File: src/rtl/hazard_sequencer.sv
// hazard_sequencer: pipeline flow controller for the RISC-V core.
// Decides each cycle whether PC and IF/ID advance, hold or flush, from
// load-use hazards, taken branches/JAL, data-memory wait and HALT.
// HALT drains in-flight instructions before freezing the core.
// Optional build macro HAZARD_SEQ_PERF_EN adds the stall_cycles and
// redirect_count performance counter outputs.
module hazard_sequencer #(
    parameter int LOAD_USE_BUBBLES = 1,
    parameter int DRAIN_DEPTH      = 3
) (
    input  logic        clk,
    input  logic        rst_n,
    input  logic [4:0]  id_rs1,
    input  logic [4:0]  id_rs2,
    input  logic        id_uses_rs2,
    input  logic        id_halt,
    input  logic [4:0]  ex_rd,
    input  logic        ex_memread,
    input  logic        ex_redirect,
    input  logic        mem_busy,
    output logic        pc_write,
    output logic        ifid_write,
    output logic        ifid_flush,
    output logic        idex_flush,
    output logic        pipe_en,
    output logic        halted
`ifdef HAZARD_SEQ_PERF_EN
    ,
    output logic [31:0] stall_cycles,
    output logic [31:0] redirect_count
`endif
);

    typedef enum logic [1:0] {
        ST_RUN    = 2'd0,
        ST_STALL  = 2'd1,
        ST_DRAIN  = 2'd2,
        ST_HALTED = 2'd3
    } state_t;

    // The cycle that accepts a hazard or HALT is itself the first
    // non-advancing cycle, so the counters are loaded with (length - 2)
    // and the extra state is left when the counter reads zero.
    localparam logic [2:0] STALL_LOAD = 3'((LOAD_USE_BUBBLES > 1) ? (LOAD_USE_BUBBLES - 2) : 0);
    localparam logic [2:0] DRAIN_LOAD = 3'((DRAIN_DEPTH > 1) ? (DRAIN_DEPTH - 2) : 0);

    state_t      r_state;
    state_t      w_stateNext;
    logic [2:0]  r_cnt;
    logic [2:0]  w_cntNext;
    logic        w_loadUse;
    logic        w_redirectTaken;

    assign w_loadUse = ex_memread && (ex_rd != 5'd0) &&
                       ((ex_rd == id_rs1) || (id_uses_rs2 && (ex_rd == id_rs2)));

    // State register and sequencing counter; reset aborts any stall or drain.
    always_ff @(posedge clk or negedge rst_n) begin
        if (!rst_n) begin
            r_state <= ST_RUN;
            r_cnt   <= 3'd0;
        end else begin
            r_state <= w_stateNext;
            r_cnt   <= w_cntNext;
        end
    end

    // Next-state and flow-control outputs, all decided in the same cycle as the cause.
    always_comb begin
        w_stateNext     = r_state;
        w_cntNext       = r_cnt;
        w_redirectTaken = 1'b0;
        pc_write        = 1'b1;
        ifid_write      = 1'b1;
        ifid_flush      = 1'b0;
        idex_flush      = 1'b0;
        pipe_en         = 1'b1;
        halted          = 1'b0;
        case (r_state)
            ST_RUN: begin
                if (mem_busy) begin
                    pc_write   = 1'b0;
                    ifid_write = 1'b0;
                    pipe_en    = 1'b0;
                end else if (ex_redirect) begin
                    ifid_flush      = 1'b1;
                    idex_flush      = 1'b1;
                    w_redirectTaken = 1'b1;
                end else if (id_halt) begin
                    pc_write   = 1'b0;
                    ifid_write = 1'b0;
                    idex_flush = 1'b1;
                    if (DRAIN_DEPTH == 1) begin
                        w_stateNext = ST_HALTED;
                        w_cntNext   = 3'd0;
                    end else begin
                        w_stateNext = ST_DRAIN;
                        w_cntNext   = DRAIN_LOAD;
                    end
                end else if (w_loadUse) begin
                    pc_write   = 1'b0;
                    ifid_write = 1'b0;
                    idex_flush = 1'b1;
                    if (LOAD_USE_BUBBLES > 1) begin
                        w_stateNext = ST_STALL;
                        w_cntNext   = STALL_LOAD;
                    end
                end
            end
            ST_STALL, ST_DRAIN: begin
                pc_write   = 1'b0;
                ifid_write = 1'b0;
                idex_flush = 1'b1;
                pipe_en    = !mem_busy;
                if (!mem_busy) begin
                    if (r_cnt == 3'd0) begin
                        w_stateNext = (r_state == ST_DRAIN) ? ST_HALTED : ST_RUN;
                    end else begin
                        w_cntNext = r_cnt - 3'd1;
                    end
                end
            end
            ST_HALTED: begin
                pc_write   = 1'b0;
                ifid_write = 1'b0;
                pipe_en    = 1'b0;
                halted     = 1'b1;
            end
            default: begin
                w_stateNext = ST_RUN;
                w_cntNext   = 3'd0;
            end
        endcase
        if (!rst_n) begin
            pc_write   = 1'b0;
            ifid_write = 1'b0;
            pipe_en    = 1'b0;
            ifid_flush = 1'b1;
            idex_flush = 1'b1;
            halted     = 1'b0;
        end
    end

`ifdef HAZARD_SEQ_PERF_EN
    logic [31:0] r_stallCycles;
    logic [31:0] r_redirectCount;

    // Saturating performance counters for non-advancing cycles and accepted redirects.
    always_ff @(posedge clk or negedge rst_n) begin
        if (!rst_n) begin
            r_stallCycles   <= 32'd0;
            r_redirectCount <= 32'd0;
        end else begin
            if (!pc_write && (r_state != ST_HALTED) && (r_stallCycles != 32'hFFFF_FFFF)) begin
                r_stallCycles <= r_stallCycles + 32'd1;
            end
            if (w_redirectTaken && (r_redirectCount != 32'hFFFF_FFFF)) begin
                r_redirectCount <= r_redirectCount + 32'd1;
            end
        end
    end

    assign stall_cycles   = r_stallCycles;
    assign redirect_count = r_redirectCount;
`endif

endmodule

File: config.mk
export PLATFORM = sky130hd
export DESIGN_NAME = hazard_sequencer
export DESIGN_NICKNAME = d
export VERILOG_FILES = /design/src/rtl/hazard_sequencer.sv
export SDC_FILE = /design/constraint.sdc
export NUM_CORES = 1
export LEC_CHECK = 0
export BUFFER_PORTS_ARGS = -buffer_cell sky130_fd_sc_hd__buf_2
export CORE_MARGIN = 2
export CORE_UTILIZATION = 44
export CTS_CLUSTER_DIAMETER = 30
export DETAILED_ROUTE_END_ITERATION = 7
export GPL_TIMING_DRIVEN = 0
export PLACE_DENSITY = 0.77
export SLEW_MARGIN = 10
export SYNTH_ARGS = -nofsm -noshare
export SYNTH_HDL_FRONTEND = slang
export SYNTH_SLANG_ARGS = --single-unit
File: constraint.sdc
create_clock -name clk -period 2 [get_ports clk]
set_input_delay 0.4 -clock clk [delete_from_list [all_inputs] [get_ports clk]]
set_output_delay 0.4 -clock clk [all_outputs]
set_load 0.02 [all_outputs]
* After elaboration in Yosys (flattened, before gate mapping)
Index checks and enable logic that the tools add are counted.
Word-level totals: flip-flop bits (word level) 5, output and inout port bits 6, logic and storage cells 61
Operators by class: reduce and logical (&&, ||, !) cells 13, eq/ne operators 11, $add $sub $neg 1, mux-type cells 34
Operators by type and width (number):
- 2-to-1 mux 1 bit | 18
- 2-to-1 mux 3 bit | 5
- 2-to-1 mux 2 bit | 6
- != test 2 bit (second input constant) | 6
- AND reduction 6 bit | 2
- == test 5 bit | 2
- one-hot mux 3 bit (2 select lines) | 1
- nonzero test 5 bit | 1
- == test 2 bit (second input constant) | 2
- one-hot mux 1 bit (2 select lines) | 2
- one-hot mux 2 bit (2 select lines) | 1
- logical AND 1 bit | 3
- logical NOT 3 bit | 1
- one-hot mux 1 bit (3 select lines) | 1
- OR reduction 3 bit | 1
- subtractor 3 x 1 -> 3 bit (second input constant) | 1
- == test 2 x 1 -> 1 bit (second input constant) | 1
- logical NOT 2 bit | 1
- nonzero test 2 bit | 1
- OR reduction 2 bit | 1
- logical NOT 1 bit | 1
- logical OR 1 bit | 1

* Depth between registers and ports, before layout
Gate-level depths: netlist of run 1.
word-level depth 10, gate-level depth with buffers 7, depth with buffers taken out 7

* Worst setup path after synthesis of run 1
No wires, ideal clock.
path kind input to output, start point input port ex_rd[1], end point output port pc_write, arrival 1496 ps, data required time 1600 ps, stages on the path 4, path buffers 1, setup slack 104 ps, cell sequence or4_1 -> o21ai_1 -> o31a_1 -> buf_4
Between the ends: cells in the longest elaborated chain, start to end 10, elaborated cells between the ends (all ways) 13
Ends and longest elaborated chain:
- start: declaration | RTL line 17 | input logic [4:0] ex_rd,
- == test 5 bit | RTL line 55 | ((ex_rd == id_rs1) || (id_uses_rs2 && (ex_rd == id_rs2)));
- logical AND 1 bit | RTL line 55
- logical OR 1 bit | RTL line 55
- logical AND 1 bit * | RTL line 54 | assign w_loadUse = ex_memread && (ex_rd != 5'd0) &&
- 2-to-1 mux 1 bit * (4 in series)
- one-hot mux 1 bit (2 select lines) *
- 2-to-1 mux 1 bit *
- end: declaration | RTL line 21 | output logic pc_write,
Every way passes the cells marked *; elsewhere a longest branch is shown, timed or not.

* Worst setup path after layout of run 1
start point input port id_rs2[2], end point output port pc_write
Between the ends: cells in the longest elaborated chain, start to end 10
Ends and longest elaborated chain:
- start: declaration | RTL line 14 | input logic [4:0] id_rs2,
- == test 5 bit | RTL line 55
- logical AND 1 bit | RTL line 55
- logical OR 1 bit | RTL line 55
- logical AND 1 bit | RTL line 54
- 2-to-1 mux 1 bit | RTL line 100 | end else if (w_loadUse) begin
- 2-to-1 mux 1 bit | RTL line 89 | end else if (id_halt) begin
- 2-to-1 mux 1 bit | RTL line 85 | end else if (ex_redirect) begin
- 2-to-1 mux 1 bit | RTL line 81 | if (mem_busy) begin
- one-hot mux 1 bit (2 select lines) | RTL line 79 | case (r_state)
- 2-to-1 mux 1 bit | RTL line 134 | if (!rst_n) begin
Every way passes these cells.

==> flow_metrics.py, run 1 <==
metrics = {
    "run_status": {
        "status": "finished, violations left",
        "violations": "negative setup slack",
    },
    "layout": {
        "fin_area_um2": 858,
        "final_cell_mix": "23 x buf_2, 8 x xor2_1, 6 x inv_1, 6 x buf_4",
        "fillers": 88,
        "multi_input_area_um2": 455,
        "layout.nets": 132,
        "area_growth_pct": 50.1,
        "final_common_cell": "buf_2",
        "seq_area_um2": 125,
        "drive_gt1_share_pct": 44.1,
        "insertedDiodeCount": 0,
    },
    "placed_design": {
        "hpwlAfterDp_um": 1050,
        "postPlaceCellArea_um2": 724,
        "portBuffers": 27,
        "place_congestion": 0.745,
        "place_ws_ns": -0.148,
    },
    "setup_path": {
        "path_cells": "buf_6 -> xor2_2 -> nor4_2 -> a32oi_1 -> o31a_1 -> buf_4 -> buf_6",
        "slowest_stage": "o31a_1",
        "startpoint_type": "input port",
        "critPathMaxStageDelay_ns": 0.34,
        "rrSetupSlack_ns": 0.25,
        "crit_required_ns": 1.60,
        "reg2reg_depth": 6,
        "critPathBufInv": 3,
        "end_kind": "primary output",
        "critical-path-top-delay-family": "compound AO/OA/AOI/OAI gates",
        "arrival_ns": 1.71,
        "reg2reg_from": "r_state[0]",
        "r2r_end": "r_state[0]",
        "path_common_cell": "buf_6",
        "worstPathMaxFanout": 2,
        "timing_worst_setup_path_type": "input port to primary output",
        "crit_start": "id_rs2[2]",
    },
    "floorplan": {
        "rows": 12,
        "ios": 28,
        "floorplan.core_area_um2": 1160,
        "die_height_um": 40.1,
        "start_util_pct": 49.5,
        "die_w_um": 40.1,
        "die_area_um2": 1600,
    },
    "min_path": {
        "min_path_type": "register to register",
        "hold_end": "r_cnt[2]",
        "hold_depth": 1,
        "min-delay-start": "r_cnt[2]",
    },
    "clock_network": {
        "clkLatencyLatePin_ns": 0.24,
        "tritoncts": "yes",
        "clkSinkCount": 5,
        "cts_buffer_depth": 2,
        "h-tree-depth": 1,
        "cts_root_buf": "clkbuf_4",
        "path_clk_slew_ns": 0.05,
        "numCtsBuffers": 3,
    },
    "sta": {
        "layout_setup_ws_ns": -0.115,
        "fin_crit_sh_pct": 106,
        "slew_violations": 0,
        "max_slew_margin_pct": 82.7,
        "tightest_slew_ns": 0.258,
        "setup_viol": 2,
        "hold_viol_final": 0,
        "finClkSkew_ns": 0.00887,
        "rsz0062_at_grt": "true",
        "timing.fmax_ghz": 0.473,
        "fin_crit_ns": 2.11,
    },
    "routing": {
        "via_per_inst": 5.22,
        "top_layer_used": "met3",
        "drtAntennaViolNets": 0,
        "routedWlPerCell_um": 12.9,
        "wl_met1_um": 662,
        "dr_wl_met3_um": 67,
        "wl_met2_um": 764,
        "via_count": 606,
        "drc_errors": 0,
        "drt_iter0_markers": 6,
        "routed_wl_um": 1490,
        "drtPass1Iterations": 3,
    },
    "global_route": {
        "grt_pass1_wl_um": 2240,
        "grt_max_degree": 8,
        "grt_use_total_pct": 21.2,
        "grt.overflow.total": 0,
        "antenna_found_initial": 0,
        "grt_pass1_vias": 530,
    },
    "pwr": {
        "switching_share_pct": 41.5,
        "pwr-share-seq_pct": 23.1,
        "combPwrFrac_pct": 60.3,
        "vdd_drop_max_v": 0.000727,
        "power_density_nw_per_um2": 822,
        "internal-power_mw": 0.413,
        "power.switching_mw": 0.293,
        "pwr-share-clk_pct": 16.6,
        "p_leak_nw": 0.418,
    },
    "synth": {
        "synth_cells": 66,
        "seq_area_frac_synth_pct": 21.9,
        "netlist-cell-type-count": 28,
        "syn_nets": 95,
        "syn_area_um2": 572,
        "synth_ff_type": "dfrtp_1",
        "synth-edff-count": 0,
        "ys_warn_count": 0,
        "ys_ff_latch": 5,
        "avgSynthCellArea_um2": 8.66,
        "async_flop_share_pct": 100,
    },
    "run": {
        "maxCapViolCount": 0,
    },
}
-- synthesized netlist by cell type, types with 2 or more instances --
master | instances | area share [%]
a21oi_1 | 2 | 1.8
a22o_1 | 2 | 3.1
dfrtp_1 | 5 | 22
ha_1 | 7 | 15
inv_1 | 8 | 5.3
nand2_1 | 5 | 3.3
nand2b_1 | 2 | 2.2
nand3b_1 | 3 | 3.9
nor2_1 | 2 | 1.3
nor3b_1 | 2 | 2.6
o21ai_1 | 2 | 1.8
o31ai_1 | 2 | 2.6
xor2_1 | 9 | 14
-- sequential cells by signal, indices dropped and copies added, names as in the netlist --
name     cells
r_cnt        3
r_state      2
-- timing repair --
item,4_1_cts,5_1_grt
hold buffers,1,0
resized for setup,14,2
hold endpoints to repair,5,0
setup buffers,2,2
setup endpoints to repair,3,3
pin swaps,7,3
-- cells by family (layout without fill, tap and decap cells) --
logic type	after synthesis	count (layout)	share of synthesized area [%]
AO/OA/AOI/OAI	15	15	18.4
adder cells (fa/ha/maj)	7	7	15.3
XOR/XNOR	10	10	15.3
flip-flops	5	5	21.9
AND/OR/NAND/NOR	18	18	18.8
multiplexers	2	2	3.72
buffers and inverters	9	45	6.57
-- routing by layer --
layer  track usage (%)  up-vias
li1                  -      301
met1              24.1      292
met2              39.1       13
met3              6.67        0
met4              2.59        0
met5                 0        -
-- power by group through the flow --
| stage | sequential, mW | combinational, mW | clock [mW] |
|---|---|---|---|
| floorplan | 0.156 | 0.252 | 0 |
| global placement | 0.160 | 0.330 | 0 |
| detailed placement | 0.162 | 0.346 | 0 |
| CTS | 0.159 | 0.404 | 0.125 |
| global route | 0.168 | 0.479 | 0.129 |
| finish | 0.163 | 0.425 | 0.117 |
-- per-stage QoR --
step           setup TNS, ns  power, mW  std cells  hold slack, ns  util, %
3_3_place_gp          -0.105      0.490        107           0.246     62.7
5_1_grt               -0.311      0.775        116           0.575     74.2
6_report              -0.137      0.706        116           0.544     74.2
3_5_place_dp          -0.182      0.508        107           0.249     62.7
2_1_floorplan              0      0.408         66           0.104        -
4_1_cts               -0.136      0.689        114           0.538     71.5
-- cell type report --
class	count	area share, %
multi-input combinational	52	53.1
timing repair buffer	32	22.9
sequential	5	14.6
inverter	8	3.50
clock buffer	4	3.06
tap	14	2.04
buffer	1	0.875
-- worst max-delay path by stage --
stage,to,slack [ns],cells after the start
6_report,pc_write,-0.11,7
5_1_grt,pc_write,-0.17,7
2_1_floorplan,pc_write,0.10,4
3_5_place_dp,pc_write,-0.15,7
4_1_cts,pc_write,-0.11,7
3_3_place_gp,pc_write,-0.11,7
Note: power is estimated with default switching activity, not from simulation.
==> run 2: changes to the inputs <==
--- a/config.mk
+++ b/config.mk
@@ -8,2 +8,3 @@
 export BUFFER_PORTS_ARGS = -buffer_cell sky130_fd_sc_hd__buf_2
+export CAP_MARGIN = 20
 export CORE_MARGIN = 2
--- a/constraint.sdc
+++ b/constraint.sdc
@@ -3,2 +3,2 @@
 set_output_delay 0.4 -clock clk [all_outputs]
-set_load 0.02 [all_outputs]
+set_load 0.1 [all_outputs]
==> flow_metrics.py, run 2 (same netlist as run 1, synthesis figures left out) <==
metrics = {
    "setup_path": {
        "crit_required_ns": 1.60,
        "end_kind": "primary output",
        "crit_start": "id_rs2[2]",
        "startpoint_type": "input port",
        "worstPathMaxFanout": 2,
        "reg2reg_from": "r_state[0]",
        "arrival_ns": 1.80,
        "reg2reg_depth": 6,
        "timing_worst_setup_path_type": "input port to primary output",
        "rrSetupSlack_ns": 0.23,
        "crit_end": "pc_write",
        "r2r_end": "r_state[0]",
    },
    "layout": {
        "multi_input_area_um2": 514,
        "top_register": "r_cnt",
        "layout.nets": 130,
        "drive_gt1_share_pct": 51.0,
        "area_growth_pct": 67.6,
        "fillers": 62,
        "final_cell_mix": "19 x buf_2, 8 x xor2_1, 6 x inv_1, 5 x nand2_1, 5 x dfrtp_1",
        "fin_area_um2": 958,
        "insertedDiodeCount": 0,
        "final_common_cell": "buf_2",
        "seq_area_um2": 125,
        "largest_reg_flops": 3,
        "reg_top3": "r_cnt: 3 flops, r_state: 2 flops",
    },
    "clock_network": {
        "numCtsBuffers": 3,
        "path_clk_slew_ns": 0.05,
        "cts_root_buf": "clkbuf_4",
        "clkLatencyLatePin_ns": 0.25,
        "cts_buffer_depth": 2,
        "tritoncts": "yes",
        "h-tree-depth": 1,
        "clkSinkCount": 5,
    },
    "placed_design": {
        "postPlaceCellArea_um2": 788,
        "portBuffers": 27,
        "hpwlAfterDp_um": 1130,
        "place_congestion": 0.717,
    },
    "routing": {
        "drtAntennaViolNets": 0,
        "via_count": 612,
        "via_per_inst": 5.37,
        "routedWlPerCell_um": 15.1,
        "drc_errors": 0,
        "top_layer_used": "met4",
        "drt_iter0_markers": 9,
        "drtPass1Iterations": 4,
        "wl_met1_um": 572,
        "dr_wl_met3_um": 93,
        "routed_wl_um": 1720,
        "wl_met2_um": 1020,
    },
    "sta": {
        "setup_viol": 3,
        "whs_ns": 0.547,
        "fin_crit_ns": 2.20,
        "hold_viol_final": 0,
        "slew_violations": 0,
        "fin_crit_sh_pct": 110,
        "finalSetupTns_ns": -0.493,
        "finClkSkew_ns": 0.00395,
        "rsz0062_at_grt": "true",
        "layout_setup_ws_ns": -0.202,
        "max_slew_margin_pct": 80.0,
        "timing.fmax_ghz": 0.454,
        "tightest_slew_ns": 0.302,
    },
    "pwr": {
        "total_power_mw": 0.901,
        "p_leak_nw": 0.439,
        "pwr-share-seq_pct": 18.2,
        "internal-power_mw": 0.455,
        "vdd_drop_max_v": 0.000766,
        "power.switching_mw": 0.446,
        "pwr-share-clk_pct": 13.6,
        "switching_share_pct": 49.5,
        "combPwrFrac_pct": 68.2,
        "power_density_nw_per_um2": 940,
    },
    "global_route": {
        "grt_max_degree": 8,
        "grt.overflow.total": 0,
        "grt_pass1_vias": 597,
        "grt_pass1_wl_um": 2420,
        "grt_use_total_pct": 24.0,
        "antenna_found_initial": 0,
    },
    "run_status": {
        "status": "finished, violations left",
        "violations": "negative setup slack",
    },
    "floorplan": {
        "die_area_um2": 1600,
        "floorplan.core_area_um2": 1160,
        "ios": 28,
        "die_w_um": 40.1,
        "die_height_um": 40.1,
        "rows": 12,
        "start_util_pct": 49.5,
    },
    "run": {
        "maxCapViolCount": 0,
    },
    "min_path": {
        "min_path_type": "register to register",
    },
}
==> run 2: changes by cell type in the layout (fill, tap and decap cells not counted), sizes merged <==
cell,delta
buf,-3
clkbuf,+1
==> run 2: worst min-delay path by stage <==
stage                     startpoint         end  depth (start not counted)
final                       r_cnt[2]    r_cnt[2]                          1
after global routing        r_cnt[2]    r_cnt[2]                          1
after CTS                   r_cnt[1]    r_cnt[1]                          1
after detailed placement       rst_n  r_state[1]                          1
after global placement         rst_n  r_state[1]                          1
after floorplan                rst_n    r_cnt[0]                          0
==> run 2: layout make-up <==
| type | count | share of cell area [%] |
|---|---|---|
| plain buffers | 1 | 2.09 |
| clock buffers | 4 | 2.74 |
| inverters | 8 | 3.13 |
| flip-flops and latches | 5 | 13.1 |
| repair buffers | 30 | 23.5 |
| multi-input cells | 52 | 53.7 |
| well taps | 14 | 1.83 |
==> run 2: metrics by stage <==
stage | instances | util (%) | setup slack (ns)
CTS | 114 | 81.3 | -0.213
global placement | 107 | 68.2 | -0.367
global route | 114 | 82.9 | -0.228
finish | 114 | 82.9 | -0.202
floorplan | 66 | - | -0.133
detailed placement | 107 | 68.2 | -0.417
==> run 2: critical path: stages <==
cell and delay, ns:
buf_6 0.10, xor2_2 0.16, nor4_2 0.32, a32oi_2 0.17, o31a_4 0.37, buf_12 0.13, buf_12 0.15
==> run 2: power by group through the flow <==
stage / logic (mW) / registers [mW] / clock network [mW]
after floorplan: 0.413 / 0.156 / 0
after global placement: 0.493 / 0.161 / 0
after detailed placement: 0.510 / 0.164 / 0
after CTS: 0.587 / 0.163 / 0.130
after global routing: 0.669 / 0.169 / 0.132
final: 0.615 / 0.164 / 0.123
==> run 2: repair_timing <==
item	4_1_cts	5_1_grt
hold buffers	1	0
endpoints found under the hold margin	5	0
gates resized for setup	25	6
buffers inserted	2	0
endpoints found under the setup margin	5	6
pin swaps	9	4
==> run 2: per-layer routing <==
metal | global-route usage (%) | vias to the layer above
met5 | 0 | -
met4 | 10.3 | 0
met3 | 5.00 | 3
met2 | 50.4 | 21
met1 | 20.9 | 290
li1 | - | 298
==> run 3: changes to the inputs <==
- CELL_PAD_IN_SITES_DETAIL_PLACEMENT: unset -> 0
- CELL_PAD_IN_SITES_GLOBAL_PLACEMENT: unset -> 1
- CORE_ASPECT_RATIO: unset -> 0.9
- CORE_UTILIZATION: 44 -> 31
- PLACE_DENSITY: 0.77 -> unset
- PLACE_DENSITY_LB_ADDON: unset -> 0.1
==> flow_metrics.py, run 3 (same netlist as run 1, synthesis figures left out) <==
metrics = {
    "layout": {
        "final_cell_mix": "20 x buf_2, 8 x xor2_1, 6 x inv_1",
        "largest_reg_flops": 3,
        "layout.nets": 130,
        "insertedDiodeCount": 0,
        "finalNonFillerCells": 124,
        "final_common_cell": "buf_2",
        "top_register": "r_cnt",
        "drive_gt1_share_pct": 48.0,
        "area_growth_pct": 65.4,
        "reg_top3": "r_cnt: 3 flops, r_state: 2 flops",
    },
    "global_route": {
        "grt_max_degree": 11,
        "grt.overflow.total": 0,
        "grt_use_total_pct": 12.9,
        "antenna_found_initial": 0,
        "grt_pass1_wl_um": 2180,
        "grt_pass1_vias": 527,
    },
    "sta": {
        "whs_ns": 0.00654,
        "finalSetupTns_ns": -0.472,
        "setup_viol": 3,
        "hold_viol_final": 0,
        "rsz0062_at_grt": "true",
        "fin_crit_ns": 2.21,
        "tightest_slew_ns": 0.483,
        "timing.fmax_ghz": 0.453,
        "layout_setup_ws_ns": -0.206,
        "slew_violations": 0,
        "finClkSkew_ns": 0.00138,
        "fin_crit_sh_pct": 110,
        "max_slew_margin_pct": 68.0,
    },
    "floorplan": {
        "rows": 14,
        "die_w_um": 49.3,
        "die_area_um2": 2200,
        "floorplan.core_area_um2": 1700,
        "start_util_pct": 33.7,
        "ios": 28,
        "die_height_um": 44.7,
    },
    "routing": {
        "drt_iter0_markers": 4,
        "drtPass1Iterations": 2,
        "via_count": 564,
        "drtAntennaViolNets": 0,
        "via_per_inst": 4.55,
        "routedWlPerCell_um": 10.4,
        "drc_errors": 0,
        "routed_wl_um": 1290,
    },
    "run": {
        "maxCapViolCount": 0,
    },
    "setup_path": {
        "r2r_end": "r_state[0]",
        "crit_required_ns": 1.60,
        "reg2reg_depth": 6,
        "rrSetupSlack_ns": 0.28,
        "timing_worst_setup_path_type": "input port to primary output",
        "worstPathMaxFanout": 2,
        "reg2reg_from": "r_state[0]",
        "end_kind": "primary output",
        "arrival_ns": 1.81,
        "startpoint_type": "input port",
    },
    "clock_network": {
        "clkSinkCount": 5,
        "clkLatencyLatePin_ns": 0.24,
        "path_clk_slew_ns": 0.04,
        "cts-hold-fix-buffers": 0,
        "tritoncts": "yes",
        "numCtsBuffers": 3,
        "cts_buffer_depth": 2,
        "h-tree-depth": 1,
        "cts_root_buf": "clkbuf_4",
    },
    "pwr": {
        "power_density_nw_per_um2": 912,
        "p_leak_nw": 0.437,
        "vdd_drop_max_v": 0.000703,
    },
    "placed_design": {
        "dpl.cell_count": 117,
        "portBuffers": 27,
        "place_congestion": 0.675,
        "hpwlAfterDp_um": 1080,
    },
    "run_status": {
        "violations": "negative setup slack",
        "status": "finished, violations left",
    },
    "min_path": {
        "min_path_type": "input port to async pin",
    },
}
## run 3: changes by cell type in the layout (fill, tap and decap cells not counted), sizes merged
cell / delta
buf: +1
dlygate4sd3: -1
## run 3: repair_timing
action                                  CTS  global route
cloned                                    0             0
resized for setup                        19             5
pin swaps                                 5             2
endpoints found under the setup margin    5             5
setup buffers                             1             2
hold endpoints to repair                  0             0
## run 3: final cells by class
class	instances	area [um2]
Timing Repair Buffer	30	220
Inverter	8	30.0
Tap cell	24	30.0
Buffer	1	20.0
Clock buffer	4	26.3
Sequential cell	5	125
Fill cell	168	753
Multi-Input combinational cell	52	494
## run 3: worst max path at each step
stage / endpoint / slack, ns / cells after the start / start
global placement: pc_write / -0.43 / 7 / ex_rd[4]
detailed placement: pc_write / -0.44 / 7 / ex_rd[4]
global route: pc_write / -0.27 / 7 / id_rs2[2]
CTS: pc_write / -0.24 / 7 / id_rs2[2]
finish: pc_write / -0.21 / 7 / id_rs2[2]
floorplan: pc_write / -0.13 / 5 / ex_rd[4]
## run 3: critical path: stages
cell and delay (ns):
buf_6 0.10, xor2_2 0.16, nor4_2 0.32, a32oi_2 0.17
o31a_4 0.37, buf_12 0.13, buf_12 0.15
## run 3: per-layer routing
metal	wire length, um	GRT usage (%)
met1	599	15.4
met2	627	21.9
met3	61	4.30
met4	0	5.14
met5	0	0
## run 3: metrics by stage
step,util (%),instance area [um2],worst slack [ns],power [mW]
5_1_grt,55.7,946,-0.273,0.948
3_5_place_dp,47.1,801,-0.440,0.670
3_3_place_gp,47.1,801,-0.429,0.662
4_1_cts,53.2,903,-0.237,0.837
6_report,55.7,946,-0.206,0.863
2_1_floorplan,-,636,-0.133,0.569
## run 3: power breakdown
part	internal [mW]	switching, mW	leakage, nW
combinational	0.240	0.347	0.365
sequential	0.136	0.0266	0.0574
clock	0.0752	0.0381	0.0150
